[src/rtl/fetch_decode_fsm_pkg.sv]
// Shared opcode, launch-code and field definitions for the
// fetch/decode controller and its execution FSM neighbours.
package fetch_decode_fsm_pkg;

   localparam logic TRUE  = 1'b1;
   localparam logic FALSE = 1'b0;

   localparam logic [3:0] paraAdd   = 4'b0001;
   localparam logic [3:0] paraSub   = 4'b0010;
   localparam logic [3:0] paraAnd   = 4'b0011;
   localparam logic [3:0] paraOr    = 4'b0100;
   localparam logic [3:0] paraXor   = 4'b0101;
   localparam logic [3:0] paraXnor  = 4'b0110;
   localparam logic [3:0] paraNot   = 4'b0111;
   localparam logic [3:0] paraAddi  = 4'b1000;
   localparam logic [3:0] paraSubi  = 4'b1001;
   localparam logic [3:0] paraMov   = 4'b1010;
   localparam logic [3:0] paraMovi  = 4'b1011;
   localparam logic [3:0] paraLoad  = 4'b1100;
   localparam logic [3:0] paraStore = 4'b1101;

   localparam logic [6:0] stateBlank   = 7'b0000000;
   localparam logic [6:0] stateAluPar2 = 7'b0000001;
   localparam logic [6:0] stateAluPar1 = 7'b0000010;
   localparam logic [6:0] stateAluNot  = 7'b0000100;
   localparam logic [6:0] stateMove    = 7'b0001000;
   localparam logic [6:0] stateMovi    = 7'b0010000;
   localparam logic [6:0] stateLoad    = 7'b0100000;
   localparam logic [6:0] stateStore   = 7'b1000000;
   localparam logic [6:0] stateError   = 7'b1111111;

   localparam int OP_HI = 15;
   localparam int OP_LO = 12;
   localparam int P1_HI = 11;
   localparam int P1_LO = 6;
   localparam int P2_HI = 5;
   localparam int P2_LO = 0;

   typedef enum logic [2:0] {
      S_IDLE,
      S_FETCH,
      S_WAIT,
      S_DECODE,
      S_ISSUE,
      S_EXEC,
      S_ERROR
   } state_t;

endpackage

[src/rtl/fetch_decode_fsm_decoder.sv]
// Opcode to one-hot execution FSM select; unused opcodes
// map to the all-ones error code.
module opcode_decoder
   import fetch_decode_fsm_pkg::*;
(
   input  logic [3:0] op,
   output logic [6:0] code
);

   always_comb begin
      code = stateError;
      unique case (1'b1)
         (op >= paraAdd && op <= paraXnor):   code = stateAluPar2;
         (op == paraAddi || op == paraSubi):  code = stateAluPar1;
         (op == paraNot):                     code = stateAluNot;
         (op == paraMov):                     code = stateMove;
         (op == paraMovi):                    code = stateMovi;
         (op == paraLoad):                    code = stateLoad;
         (op == paraStore):                   code = stateStore;
         default:                             code = stateError;
      endcase
   end

endmodule

[src/rtl/fetch_decode_fsm.sv]
// Fetches, decodes and launches one instruction at a time,
// waiting on the launched FSM's done pulse before the next fetch.
module fetch_decode_fsm
   import fetch_decode_fsm_pkg::*;
#(
   parameter int ADDR_W      = 8,
   parameter int TIMEOUT     = 32,
   parameter int MFC_TIMEOUT = 16
) (
   input  logic              clk,
   input  logic              rst,
   input  logic              go,
   output logic              memRd,
   output logic [ADDR_W-1:0] memAddr,
   input  logic [15:0]       memData,
   input  logic              mfc,
   input  logic [6:0]        doneVec,
   output logic [6:0]        nextFSM,
   output logic [5:0]        para1,
   output logic [5:0]        para2,
   output logic [ADDR_W-1:0] pc,
   output logic              err
);

   localparam int WCW = $clog2(MFC_TIMEOUT + 1);
   localparam int XCW = $clog2(TIMEOUT + 1);
   localparam logic [WCW-1:0] WLIM = WCW'(MFC_TIMEOUT - 1);
   localparam logic [XCW-1:0] XLIM = XCW'(TIMEOUT - 1);

   state_t         state;
   state_t         nxt;
   logic [15:0]    ir;
   logic [6:0]     code;
   logic [6:0]     dec;
   logic [WCW-1:0] wcnt;
   logic [XCW-1:0] xcnt;
   logic           hit;

   opcode_decoder u_dec (
      .op   (ir[OP_HI:OP_LO]),
      .code (dec)
   );

   assign memAddr = pc;

   always_ff @(posedge clk or posedge rst) begin
      if (rst) state <= S_IDLE;
      else     state <= nxt;
   end

   always_comb begin
      nxt     = state;
      memRd   = FALSE;
      nextFSM = stateBlank;
      err     = FALSE;
      hit     = |(doneVec & code);
      unique case (state)
         S_IDLE: begin
            if (go) nxt = S_FETCH;
         end
         S_FETCH: begin
            memRd = TRUE;
            nxt   = S_WAIT;
         end
         S_WAIT: begin
            memRd = TRUE;
            if (mfc)               nxt = S_DECODE;
            else if (wcnt == WLIM) nxt = S_ERROR;
         end
         S_DECODE: begin
            nxt = (dec == stateError) ? S_ERROR : S_ISSUE;
         end
         S_ISSUE: begin
            nextFSM = code;
            nxt     = S_EXEC;
         end
         S_EXEC: begin
            if (hit)               nxt = S_FETCH;
            else if (xcnt == XLIM) nxt = S_ERROR;
         end
         S_ERROR: begin
            err     = TRUE;
            nextFSM = stateError;
         end
         default: nxt = S_ERROR;
      endcase
   end

   // code holds the issued select so EXEC can mask unrelated done bits
   always_ff @(posedge clk or posedge rst) begin
      if (rst) begin
         pc    <= '0;
         ir    <= '0;
         para1 <= '0;
         para2 <= '0;
         code  <= stateBlank;
         wcnt  <= '0;
         xcnt  <= '0;
      end else begin
         unique case (state)
            S_FETCH: wcnt <= '0;
            S_WAIT: begin
               if (mfc) begin
                  ir <= memData;
                  pc <= pc + ADDR_W'(1);
               end else begin
                  wcnt <= wcnt + WCW'(1);
               end
            end
            S_DECODE: begin
               para1 <= ir[P1_HI:P1_LO];
               para2 <= ir[P2_HI:P2_LO];
               code  <= dec;
            end
            S_ISSUE: xcnt <= '0;
            S_EXEC:  xcnt <= xcnt + XCW'(1);
            default: ;
         endcase
      end
   end

endmodule

[config.mk]
export PLATFORM = sky130hd
export DESIGN_NAME = fetch_decode_fsm
export DESIGN_NICKNAME = d
export VERILOG_FILES = /design/src/rtl/fetch_decode_fsm_pkg.sv /design/src/rtl/fetch_decode_fsm_decoder.sv /design/src/rtl/fetch_decode_fsm.sv
export SDC_FILE = /design/constraint.sdc
export NUM_CORES = 1
export LEC_CHECK = 0
export ABC_AREA = 1
export BUFFER_PORTS_ARGS = -buffer_cell sky130_fd_sc_hd__buf_2
export CORE_MARGIN = 10
export CORE_UTILIZATION = 35
export DETAILED_ROUTE_END_ITERATION = 8
export PLACE_DENSITY = 0.68
export SYNTH_ARGS = -nofsm -noshare
export SYNTH_HDL_FRONTEND = slang
export SYNTH_HIERARCHICAL = 1
export SYNTH_SLANG_ARGS = --single-unit
[constraint.sdc]
create_clock -name clk -period 2 [get_ports clk]
set_input_delay 0.2 -clock clk [delete_from_list [all_inputs] [get_ports clk]]
set_output_delay 0.2 -clock clk [all_outputs]
set_load 0.05 [all_outputs]
==> flow_summary.json <==
{
  "cts.sinks": 57,
  "cp-start-kind": "flip-flop",
  "power_mw": 2.39,
  "overflow": 0,
  "area_growth_pct": 21.3,
  "cts_buffer_depth": 2,
  "hpwl_microns": 4990,
  "die_y_microns": 110,
  "synth_cells": 372,
  "grt.total_usage": 0.117,
  "die-width_microns": 110,
  "grt_pass1_wl_microns": 11400,
  "nets": 466,
  "yosysMostFrequentCell": "nand2_1",
  "syn-cell-area_sq_um": 2840,
  "synth_edf_count": 0,
  "cp_max_fo": 9,
  "max_freq_mhz": 559,
  "worst_hold_slack_ns": 0.0488,
  "synth_top_area_cell": "dfrtp_1",
  "synth_warnings": 6,
  "power_leakage_nw": 1.93,
  "clk_latency_ns": 0.34,
  "core_area_sq_um": 7810,
  "seq_power_share": 0.483,
  "antenna_found_initial": 0,
  "p_int_mw": 1.90,
  "start_util": 0.364,
  "finalSetupViolations": 0,
  "gp_congestion": 0.836,
  "grt_max_degree": 58,
  "clk_pin_slew_worst_paths_ns": 0.06,
  "antenna_cells": 0,
  "placedCellCount": 525,
  "syn-num-nets": 403,
  "p_sw_mw": 0.481,
  "synth_compound_area_frac": 0.0519,
  "cp-end-kind": "primary output",
  "synth_async_sr_flop_share": 1.00,
  "drtIter0Drc": 97,
  "seq_area_frac_synth": 0.502,
  "synth_ff_type": "dfrtp_1",
  "period_share": 0.894,
  "rsz0062_at_grt": "false",
  "setup_tns_ns": 0,
  "cts_tree": "yes",
  "synth_xor_xnor_area_share": 0.00924,
  "cts_buffers": 9,
  "final_area_sq_um": 3450,
  "drv_cap": 0,
  "cp.arrival_ns": 1.59,
  "wl_per_cell_microns": 12.6,
  "rows": 32,
  "yosysTopAreaCellShare": 0.502,
  "muxShareOfSynthArea": 0,
  "drive_gt1_frac": 0.221,
  "switching_share": 0.202,
  "ff_latch_area_sq_um": 1430,
  "slew_headroom": 0.796,
  "fill_cells": 750,
  "dr.pass1.iters": 4,
  "yosys.area_share.simple": 0.330,
  "r2r_slack_ns": 0.46,
  "fin_crit_ns": 1.79,
  "synth_commonest_cells": "nand2_1, dfrtp_1, inv_1",
  "required_ns": 1.80,
  "ant_nets": 0,
  "min_path_type": "input pin to flip-flop",
  "synth_fa_ha_area_frac": 0.0176,
  "hold_viol_final": 0,
  "synth_top_family_by_area": "simple AND/OR/NAND/NOR gates",
  "vias": 2505,
  "die_area_sq_um": 12100,
  "maxSlewViolCount": 0,
  "synth_cell_types": 28,
  "htree_levels": 3,
  "multi_input_area_sq_um": 1170,
  "p_comb_frac": 0.024,
  "power_density_nw_per_um2": 691,
  "port_buffers": 63,
  "status": "complete, no violations",
  "viasPerCell": 4.63,
  "fin_cells": 541,
  "ir_drop_mv": 0.340,
  "path_class": "flip-flop to primary output",
  "synthTopCellsByArea": "dfrtp_1, nand2_1, inv_1",
  "drc_errors": 0,
  "drt_wl_total_microns": 6800,
  "avgSynthCellArea_sq_um": 7.65,
  "ios": 64,
  "placed_cell_area_sq_um": 3220,
  "p_clk_frac": 0.493,
  "worst_pin_slew_ns": 0.307,
  "cts_root_buf": "clkbuf_8",
  "synth-seq-cells": 57,
  "skew_ns": 0.00577,
  "grt_pass1_vias": 2468
}
==> placed cells by master (no fill, tap or decap), types with 2 or more instances in the layout <==
cell	count
nand3_1	25
buf_2	63
inv_2	5
buf_4	4
ha_1	4
inv_1	33
a21oi_1	7
bufinv_16	2
nand4_1	4
clkbuf_1	2
nand2_1	165
dfrtp_1	56
nand2_2	5
o21ai_0	15
nor3_1	2
nor2_1	18
clkbuf_8	10
xor2_1	2
==> per-stage QoR <==
step                worst slack [ns]   util
finish                         0.212  0.442
global route                   0.120  0.442
CTS                            0.102  0.441
detailed placement             0.449  0.413
global placement               0.471  0.413
floorplan                      0.289      -
==> per-layer routing <==
metal,track usage,vias up,share of wire
met3,0.0308,11,0.051
met4,0.0560,0,0.017
li1,-,1277,-
met1,0.151,1156,0.49
met2,0.179,61,0.44
met5,0,-,0
==> worst max-delay path, stage by stage, from the launching register on <==
cell and delay, ns:
dfrtp_1 0.46, nor2_4 0.22, nand2_1 0.15, o21ai_1 0.14
buf_2 0.27
==> final cells by class <==
type / instances / share of cell area
well taps: 102 / 0.0370
inverters: 38 / 0.0413
clock inverters: 3 / 0.0189
flip-flops and latches: 57 / 0.414
repair buffers: 69 / 0.109
multi-input cells: 260 / 0.338
clock buffers: 12 / 0.0421
==> logic make-up (layout without fill, tap and decap cells) <==
family	count (synthesis)	count (layout)
fa+ha+maj	4	4
flops	57	57
compound gates	27	27
simple gates	226	226
buf+inv	55	122
xor+xnor	3	3
==> repair_timing <==
action                                 4_1_cts  5_1_grt
buffers inserted                             0        0
setup endpoints to repair                    0        4
endpoints found under the hold margin       57        0
resized for setup                            0        2
hold buffers                                 1        0
==> state kept, by name (all words and copies together) (netlist names) <==
register and flops:
ir 16, code 7, para1 6, wcnt 5, state 3, memAddr 8, xcnt 6, para2 6
==> final timing paths <==
kind	depth (start not counted)	endpoint	from
worst max-delay path	4	nextFSM[6]	state[1]$_DFFE_PP0P_
worst min-delay path	3	ir[3]$_DFFE_PP0P_	memData[3]
worst max register to register	9	state[2]$_DFFE_PP0P_	wcnt[0]$_DFFE_PP0P_
worst min register to register	2	para2[5]$_DFFE_PP0P_	para2[5]$_DFFE_PP0P_
max in group asynchronous	4	state[2]$_DFFE_PP0P_	rst
min in group asynchronous	4	para1[0]$_DFFE_PP0P_	rst
==> power groups by stage <==
stage / Clock (mW) / Combinational, mW / Sequential, mW
floorplan: 0 / 0.0177 / 1.17
global placement: 0 / 0.0573 / 1.17
detailed placement: 0 / 0.0577 / 1.17
CTS: 1.20 / 0.0590 / 1.15
global route: 1.25 / 0.0644 / 1.15
finish: 1.18 / 0.0564 / 1.15
Note: power is estimated with default switching activity, not from simulation.
